**src/rtl/snn_pkg.sv**
```systemverilog
// Shared types and arithmetic helpers for the spiking neural network layer engine.
package snn_pkg;

    typedef enum logic [1:0] {
        IDLE  = 2'd0,
        ACCUM = 2'd1,
        FIRE  = 2'd2
    } state_e;

    // Adds two sign-extended values and clamps the result to a vbits-wide signed range.
    function automatic logic signed [31:0] sat_add(
        input logic signed [31:0] a,
        input logic signed [31:0] b,
        input int                 vbits
    );
        logic signed [32:0] sum;
        logic signed [32:0] hi;
        logic signed [32:0] lo;
        sum = 33'(a) + 33'(b);
        hi  = (33'sd1 <<< (vbits - 1)) - 33'sd1;
        lo  = -(33'sd1 <<< (vbits - 1));
        if (sum > hi) begin
            return 32'(hi);
        end
        if (sum < lo) begin
            return 32'(lo);
        end
        return 32'(sum);
    endfunction

endpackage

```
**src/rtl/event_fifo.sv**
```systemverilog
// Show-ahead output FIFO with a sticky overflow flag; a push into a full FIFO is
// dropped unless a pop frees a slot in the same cycle.
module event_fifo #(
    parameter int WIDTH = 4,
    parameter int DEPTH = 8
) (
    input  logic             clk_i,
    input  logic             rst_ni,
    input  logic             push_i,
    input  logic [WIDTH-1:0] data_i,
    input  logic             pop_i,
    output logic [WIDTH-1:0] data_o,
    output logic             empty_o,
    output logic             overflow_o
);
    localparam int AW = $clog2(DEPTH);

    logic [WIDTH-1:0] mem_q [DEPTH];
    logic [AW:0]      wr_ptr_q;
    logic [AW:0]      rd_ptr_q;
    logic             overflow_q;
    logic             full;
    logic             do_pop;
    logic             do_push;

    // The extra pointer bit distinguishes full from empty when the indices match.
    assign empty_o    = (wr_ptr_q == rd_ptr_q);
    assign full       = (wr_ptr_q[AW] != rd_ptr_q[AW]) &&
                        (wr_ptr_q[AW-1:0] == rd_ptr_q[AW-1:0]);
    assign do_pop     = pop_i && !empty_o;
    assign do_push    = push_i && (!full || do_pop);
    assign data_o     = empty_o ? '0 : mem_q[rd_ptr_q[AW-1:0]];
    assign overflow_o = overflow_q;

    always_ff @(posedge clk_i or negedge rst_ni) begin
        if (!rst_ni) begin
            wr_ptr_q   <= '0;
            rd_ptr_q   <= '0;
            overflow_q <= 1'b0;
            for (int i = 0; i < DEPTH; i++) begin
                mem_q[i] <= '0;
            end
        end else begin
            if (do_push) begin
                mem_q[wr_ptr_q[AW-1:0]] <= data_i;
                wr_ptr_q                <= wr_ptr_q + (AW+1)'(1);
            end
            if (do_pop) begin
                rd_ptr_q <= rd_ptr_q + (AW+1)'(1);
            end
            if (push_i && !do_push) begin
                overflow_q <= 1'b1;
            end
        end
    end

endmodule

```
**src/rtl/snn_layer_engine.sv**
```systemverilog
// Event-driven integrate-and-fire layer: each input spike walks all neurons adding
// the axon's weights, and each tick walks all neurons to fire or leak them.
module snn_layer_engine
    import snn_pkg::*;
#(
    parameter int N_NEURONS  = 16,
    parameter int N_INPUTS   = 16,
    parameter int W_BITS     = 8,
    parameter int V_BITS     = 12,
    parameter int FIFO_DEPTH = 8,
    parameter int THRESHOLD  = 64,
    parameter int LEAK       = 1
) (
    input  logic                         clock,
    input  logic                         reset_n,
    input  logic                         in_valid,
    output logic                         in_ready,
    input  logic [$clog2(N_INPUTS)-1:0]  in_addr,
    input  logic                         tick,
    input  logic                         wt_we,
    input  logic [$clog2(N_INPUTS)-1:0]  wt_axon,
    input  logic [$clog2(N_NEURONS)-1:0] wt_neuron,
    input  logic signed [W_BITS-1:0]     wt_data,
    input  logic                         out_ren,
    output logic [$clog2(N_NEURONS)-1:0] out_addr,
    output logic                         out_empty,
    output logic                         overflow,
    output logic                         busy,
    input  logic [$clog2(N_NEURONS)-1:0] dbg_addr,
    output logic signed [V_BITS-1:0]     dbg_pot
);
    localparam int AW = $clog2(N_INPUTS);
    localparam int NW = $clog2(N_NEURONS);

    state_e                    state_q;
    logic [NW-1:0]             n_q;
    logic [AW-1:0]             axon_q;
    logic                      tick_pending_q;
    logic signed [W_BITS-1:0]  wt_q [N_INPUTS][N_NEURONS];
    logic signed [V_BITS-1:0]  v_q [N_NEURONS];
    logic signed [V_BITS-1:0]  vn;
    logic signed [V_BITS-1:0]  v_d;
    logic                      tick_fire;
    logic                      spike;

    assign vn        = v_q[n_q];
    assign tick_fire = tick_pending_q || tick;
    assign spike     = (state_q == FIRE) && (vn >= THRESHOLD);
    assign in_ready  = (state_q == IDLE) && !tick_fire;
    assign busy      = (state_q != IDLE) || tick_pending_q;
    assign dbg_pot   = v_q[dbg_addr];

    // Next potential of the neuron currently addressed by the sweep counter.
    always_comb begin
        v_d = vn;
        if (state_q == ACCUM) begin
            v_d = V_BITS'(sat_add(32'(vn), 32'(wt_q[axon_q][n_q]), V_BITS));
        end else if (state_q == FIRE) begin
            if (spike) begin
                v_d = '0;
            end else if (vn > LEAK) begin
                v_d = vn - V_BITS'(LEAK);
            end else if (vn < -LEAK) begin
                v_d = vn + V_BITS'(LEAK);
            end else begin
                v_d = '0;
            end
        end
    end

    // A tick seen in the same IDLE cycle that starts FIRE is consumed, not left pending.
    always_ff @(posedge clock or negedge reset_n) begin
        if (!reset_n) begin
            state_q        <= IDLE;
            n_q            <= '0;
            axon_q         <= '0;
            tick_pending_q <= 1'b0;
            for (int i = 0; i < N_NEURONS; i++) begin
                v_q[i] <= '0;
            end
        end else begin
            if (tick) begin
                tick_pending_q <= 1'b1;
            end
            case (state_q)
                IDLE: begin
                    if (tick_fire) begin
                        state_q        <= FIRE;
                        n_q            <= '0;
                        tick_pending_q <= 1'b0;
                    end else if (in_valid) begin
                        state_q <= ACCUM;
                        n_q     <= '0;
                        axon_q  <= in_addr;
                    end
                end
                ACCUM, FIRE: begin
                    v_q[n_q] <= v_d;
                    n_q      <= n_q + NW'(1);
                    if (n_q == NW'(N_NEURONS - 1)) begin
                        state_q <= IDLE;
                    end
                end
                default: state_q <= IDLE;
            endcase
        end
    end

    always_ff @(posedge clock or negedge reset_n) begin
        if (!reset_n) begin
            for (int i = 0; i < N_INPUTS; i++) begin
                for (int j = 0; j < N_NEURONS; j++) begin
                    wt_q[i][j] <= '0;
                end
            end
        end else if (wt_we) begin
            wt_q[wt_axon][wt_neuron] <= wt_data;
        end
    end

    event_fifo #(
        .WIDTH (NW),
        .DEPTH (FIFO_DEPTH)
    ) u_event_fifo (
        .clk_i      (clock),
        .rst_ni     (reset_n),
        .push_i     (spike),
        .data_i     (n_q),
        .pop_i      (out_ren),
        .data_o     (out_addr),
        .empty_o    (out_empty),
        .overflow_o (overflow)
    );

endmodule

```
**config.mk**
```make
export PLATFORM = sky130hd
export DESIGN_NAME = snn_layer_engine
export DESIGN_NICKNAME = d
export VERILOG_FILES = /design/src/rtl/snn_pkg.sv /design/src/rtl/event_fifo.sv /design/src/rtl/snn_layer_engine.sv
export SDC_FILE = /design/constraint.sdc
export NUM_CORES = 2
export LEC_CHECK = 0
export ABC_CLOCK_PERIOD_IN_PS = 12750
export CAP_MARGIN = 40
export CORE_UTILIZATION = 25
export CTS_CLUSTER_DIAMETER = 100
export DETAILED_ROUTE_END_ITERATION = 12
export GPL_ROUTABILITY_DRIVEN = 0
export MAX_ROUTING_LAYER = met4
export PLACE_DENSITY_LB_ADDON = 0.08
export SETUP_SLACK_MARGIN = 0.02
export SLEW_MARGIN = 10
export SYNTH_ARGS = -nofsm -noshare
export SYNTH_HDL_FRONTEND = slang
export SYNTH_SLANG_ARGS = --single-unit
```
**constraint.sdc**
```tcl
create_clock -name clock -period 12.75 [get_ports clock]
set_input_delay 2.55 -clock clock [delete_from_list [all_inputs] [get_ports clock]]
set_output_delay 2.55 -clock clock [all_outputs]
set_load 0.02 [all_outputs]
```
[Word level (Yosys, flattened, before mapping)]
Cells that the tools add are included.
Word-level totals
  register bits after elaboration: 2292
  input port bits: 30
  output and inout bits: 20
  logic and storage cells: 400
Cells by class
  add/sub/neg operators: 6
  $lt $le $gt $ge: 16
  eq/ne operators: 8
  muxes and demuxes: 51
  bitwise logic cells: 8
  reductions and logical operators: 24
Operator list (count)
  bitwise mux 2048 bit: 1
  binary-select mux 128 bit (select 4 bit): 1
  demux 128 bit (select 4 bit): 1
  2-to-1 mux 128 bit: 3
  bitwise mux 192 bit: 1
  2-to-1 mux 12 bit: 14
  binary-select mux 12 bit (select 4 bit): 2
  demux 12 bit (select 4 bit): 1
  binary-select mux 8 bit (select 4 bit): 1
  bitwise mux 32 bit: 1
  demux 8 bit (select 4 bit): 1
  greater-or-equal comparator 5 bit, second input constant: 5
  NOT 4 -> 5 bit: 5
  2-to-1 mux 4 bit: 6
  2-to-1 mux 8 bit: 3
  < comparator 5 x 1 -> 1 bit, second input constant: 3
  adder 12 x 8 -> 13 bit: 1
  greater-than comparator 13 x 12 -> 1 bit, second input constant: 1
  < comparator 13 x 12 -> 1 bit, second input constant: 1
  adder 12 x 2 -> 12 bit, second input constant: 1
  adder 4 x 1 -> 4 bit, second input constant: 3
  binary-select mux 4 bit (select 3 bit): 1
  demux 4 bit (select 3 bit): 1
  greater-or-equal comparator 12 x 8 -> 1 bit, second input constant: 1
  other kinds (27): 54

[Depth between registers and ports, before layout]
  word-level depth: 17
  gate-level depth with buffers: 19
  mapped depth without buffers: 15

[Modules after synthesis]
From an unflattened synthesis, not the netlist that was laid out.
Unflattened totals
  cell total of the unflattened synthesis: 6785
  area total of the unflattened synthesis: 106437.1 um2
By module, submodules not included
  snn_layer_engine: times used 1, cells an instance 6649, area each 104458.9 um2, sequential area each 56329.0 um2
  event_fifo: times used 1, cells an instance 136, area each 1978.1 um2, sequential area each 1026.0 um2

[Worst setup path before layout]
OpenSTA, ideal clock, no wires.
  path kind: input to output
  from: in dbg_addr[0]
  to: out dbg_pot[0]
  data arrival time: 4.691 ns
  data required time: 10.200 ns
  slack: 5.509 ns
  stages: 4
  path buffers: 2
  cells stage by stage: buf_1 buf_1 mux4_2 mux4_2
On the way
  word-level cells in the longest chain between the ends: 4
Ends and longest elaborated chain
  start: declaration: line snn_layer_engine.sv:29  | input logic [$clog2(N_NEURONS)-1:0] dbg_addr,
  NOT 4 -> 5 bit (implied by the code): line snn_layer_engine.sv:51  | assign dbg_pot = v_q[dbg_addr];
  binary-select mux 12 bit (select 4 bit): line snn_layer_engine.sv:51
  2-to-1 mux 12 bit (implied by the code) (2 in a row): line snn_layer_engine.sv:51
  end: declaration: line snn_layer_engine.sv:30  | output logic signed [V_BITS-1:0] dbg_pot
Every way passes these cells. The select of a mux whose other input is x is not followed.

[Worst setup path after layout]
Same ends and word-level chain as after synthesis.

==> run_results.csv <==
group,metric,value,unit
worst_setup_path,cp_top_family,"buffers and inverters",
run_status,status,"complete, but fails checks",
synth,yosysMostFrequentCell,"dfrtp_1",
global_route,grt_max_degree,174,
pwr,p_leak,56.7,nW
worst_setup_path,cp_slowest_cell,"mux4_2",
clocking,clockBufferDepth,4,
timing,worstMarginPinSlew,1230,ps
finish,seqCellArea,0.0574,sq mm
synth,synth_top_family_by_area,"multiplexers",
run_status,violations,"DRC",
synth,synthAdderAreaFrac,0.00313,
timing,hold_viol_final,0,
pwr,power_switching,7.28,mW
global_route,antenna_found_initial,23,
pwr,seq_power_share,0.367,
timing,slew_viol_final,0,
die,fp-row-count,239,
synth,syn-cell-area,0.106,sq mm
synth,synth_cell_types,71,
worst_setup_path,crit_required,10200,ps
min_path,hold_depth,1,
global_route,grt.total_usage,0.167,
route,drcViolationCount,30,
timing,rsz0062_at_grt,"false",
synth,synth_xor_area_frac,0.00165,
synth,syn_avg_cell_area,15.8,sq um
synth,synthTopCellsByArea,"dfrtp_1 54%, mux2_2 22%, mux4_2 17%, clkbuf_1 1.5%, nand2_1 1.2%",
clocking,clock_latency,930,ps
route,routed_wl,345,mm
synth,netlist_top_cells_count,"2292 x dfrtp_1, 2086 x mux2_2, 800 x mux4_2",
pwr,power.internal,15.2,mW
worst_setup_path,max_stage_delay,590,ps
timing,postLayoutSetupSlackWorst,4870,ps
synth,ys_seq_area_frac,0.540,
pwr,p_total,22.5,mW
clocking,htreeDepth,5,
route,drtAntennaViolNets,0,
pwr,sw_frac_of_total,0.324,
clocking,clockRootBuffer,"clkbuf_16",
worst_setup_path,worst-path-stages,5,
min_path,hold_path_class,"reg -> reg",
clocking,cts_buffers,295,
timing,skew,50.9,ps
route,first_pass_iters,9,
pwr,ir_worst_vdd,0.148,mV
pwr,power.density,180,mW/mm^2
global_route,grt_pass1_wl,507,mm
finish,drive_gt1_frac,0.526,
placement,dpl_cell_area,0.115,sq mm
worst_setup_path,path_max_fanout,25,
global_route,grt_pass1_vias,65300,
die,ios,50,
synth,synth-compound-area-share,0.0176,
worst_setup_path,worstRegToRegCells,16,
global_route,grt-ovfl-total,0,
synth,synth-simple-area-share,0.0275,
run,cap_viol_max_count,0,
timing,fin_setup_tns,0,ps
finish,fin_nets,6950,
clocking,cts_tree,"yes",
timing,period_needed,7880,ps
min_path,min_to,"u_event_fifo.overflow_o$_DFFE_PN0P_",
synth,synthMuxAreaShare,0.391,
route,drt_iter0_drc,3205,
synth,yosys_most_used_dff,"dfrtp_1",
finish,nFillCells,42100,
synth,synth-seq-cells,2292,
clocking,post_cts_buffers,0,
clocking,clk_pin_slew_worst_paths,50,ps
worst_setup_path,crit_type,"in -> out",
synth,synthCells,6741,
pwr,combPwrFrac,0.259,
route,wire_per_inst,27.0,microns
synth,synth_top_cell_by_area,"dfrtp_1",
synth,synth_nets,6797,
timing,max_freq,127,MHz
worst_setup_path,rr_endpoint,"v_q[9]$_DFFE_PN0P_",
finish,fin_area,0.125,sq mm
synth,async_flop_share,1.00,
die,die_w,654,microns
clocking,clkSinkCount,2292,
placement,dp_slack,4780,ps
clocking,ctsHoldBuffers,0,
synth,synth.yosys.warnings,0,
worst_setup_path,endpoint_kind,"primary output",
placement,dp_hpwl,218,mm
worst_setup_path,cp-start-kind,"input port",
die,dieArea,0.428,sq mm
clocking,post_cts_resized,0,
timing,period_share,0.618,
timing,slew_headroom,0.182,
worst_setup_path,r2r-start,"axon_q[1]$_DFFE_PN0P_",
synth,synth_top_area_share,0.540,
finish,multi_input_area,0.0470,sq mm
worst_setup_path,reg2reg_slack,5050,ps
worst_setup_path,cp_cell_sequence,"buf_4, buf_4, mux4_2, mux4_2, clkdlybuf4s50_1",
worst_setup_path,crit_buf_inv,3,
pwr,p_clk_frac,0.374,
route,viasPerCell,4.73,
die,start_util,0.251,
timing,finalSetupViolCount,0,
die,design.core.area,0.423,sq mm
finish,area_growth_syn_to_layout,17.7,%
die,fp.dieH,654,microns
worst_setup_path,arrival,5330,ps
min_path,min_from,"u_event_fifo.overflow_o$_DFFE_PN0P_",
synth,synth_edf_count,0,
placement,numPortBuffers,49,
route,vias,60500,
==> placed cells by master (no fill, tap or decap), types with 7 or more instances in the layout <==
master	n
clkinv_2	46
clkinv_8	9
nand3_1	22
a21o_1	13
clkbuf_8	78
inv_6	7
bufinv_16	11
mux4_2	800
diode_2	14
nor3_1	7
nand2b_1	24
buf_16	21
xnor2_1	14
nor2b_1	12
dfrtp_1	2285
o21ai_0	117
o31ai_1	18
inv_1	17
a21oi_1	16
clkbuf_1	57
clkbuf_16	302
nand4_1	7
o21ai_2	11
nand3_2	16
buf_6	17
buf_8	14
o21ai_1	67
mux2_2	2086
ha_1	25
buf_12	32
mux2i_1	7
nor2_1	198
clkdlybuf4s50_1	37
nand2_1	347
buf_4	243
==> per-stage QoR <==
step           cells  utilization  hold WS (ps)
2_1_floorplan   6741            -           460
3_3_place_gp   12100        0.268           461
3_5_place_dp   12300        0.272           462
4_1_cts        12800        0.295           478
5_1_grt        12800        0.295           504
6_report       12800        0.296           471
==> worst register-to-register path: stages (launching register included) <==
cell      delay [ps]
dfrtp_4          860
buf_12           530
buf_4            730
mux4_2           460
mux4_2           540
mux4_2           630
mux4_2           550
ha_1             260
fa_1             480
a21o_1           200
a211oi_1         380
o221ai_1         290
a21oi_1          380
nand2_1          380
a21o_1           270
nand3_1          430
o21ai_0          180
==> power by group through the flow <==
stage	logic [mW]	clock network (mW)	registers, mW
2_1_floorplan	3.94	0	8.12
3_3_place_gp	5.88	0	8.41
3_5_place_dp	6.02	0	8.39
4_1_cts	6.02	8.76	8.26
5_1_grt	6.28	9.04	8.33
6_report	5.83	8.42	8.25
==> registers in the layout, indices dropped and copies added (netlist names) <==
signal	flops
u_event_fifo.overflow_o	1
tick_pending_q	1
state_q	2
u_event_fifo.rd_ptr_q	4
n_q	4
wt_q	2048
axon_q	4
u_event_fifo.mem_q	32
v_q	192
u_event_fifo.wr_ptr_q	4
==> cell families (layout without fill, tap and decap cells) <==
group           after synthesis  count (layout)
other cells                   0              14
xor+xnor                     20              20
flops                      2292            2292
mux                        2893            2893
simple gates                684             684
compound gates              299             299
buf+inv                     527             899
fa+ha+maj                    26              26
==> layout make-up <==
type,instances,area share
clock buffer,437,0.0707
tap,5663,0.0566
antenna,14,0.000280
clock inverter,79,0.00691
timing repair buffer,365,0.0305
sequential,2292,0.458
multi-input combinational,3922,0.376
inverter,18,0.000550
==> worst max path at each step <==
stage	from	slack (ps)	endpoint
after CTS	dbg_addr[0]	4770	dbg_pot[0]
after detailed placement	dbg_addr[0]	4780	dbg_pot[0]
after global placement	axon_q[0]$_DFFE_PN0P_	4720	v_q[60]$_DFFE_PN0P_
final	dbg_addr[0]	4870	dbg_pot[0]
after global routing	axon_q[0]$_DFFE_PN0P_	4680	v_q[153]$_DFFE_PN0P_
after floorplan	dbg_addr[0]	5510	dbg_pot[0]
==> metal layers <==
layer,routed length (microns),share of wire,GRT usage
met3,10900,0.032,0.0202
met2,164000,0.48,0.263
met4,7250,0.021,0.0341
met5,0,0,-
met1,163000,0.47,0.231
(Power assumes the default switching activity.)
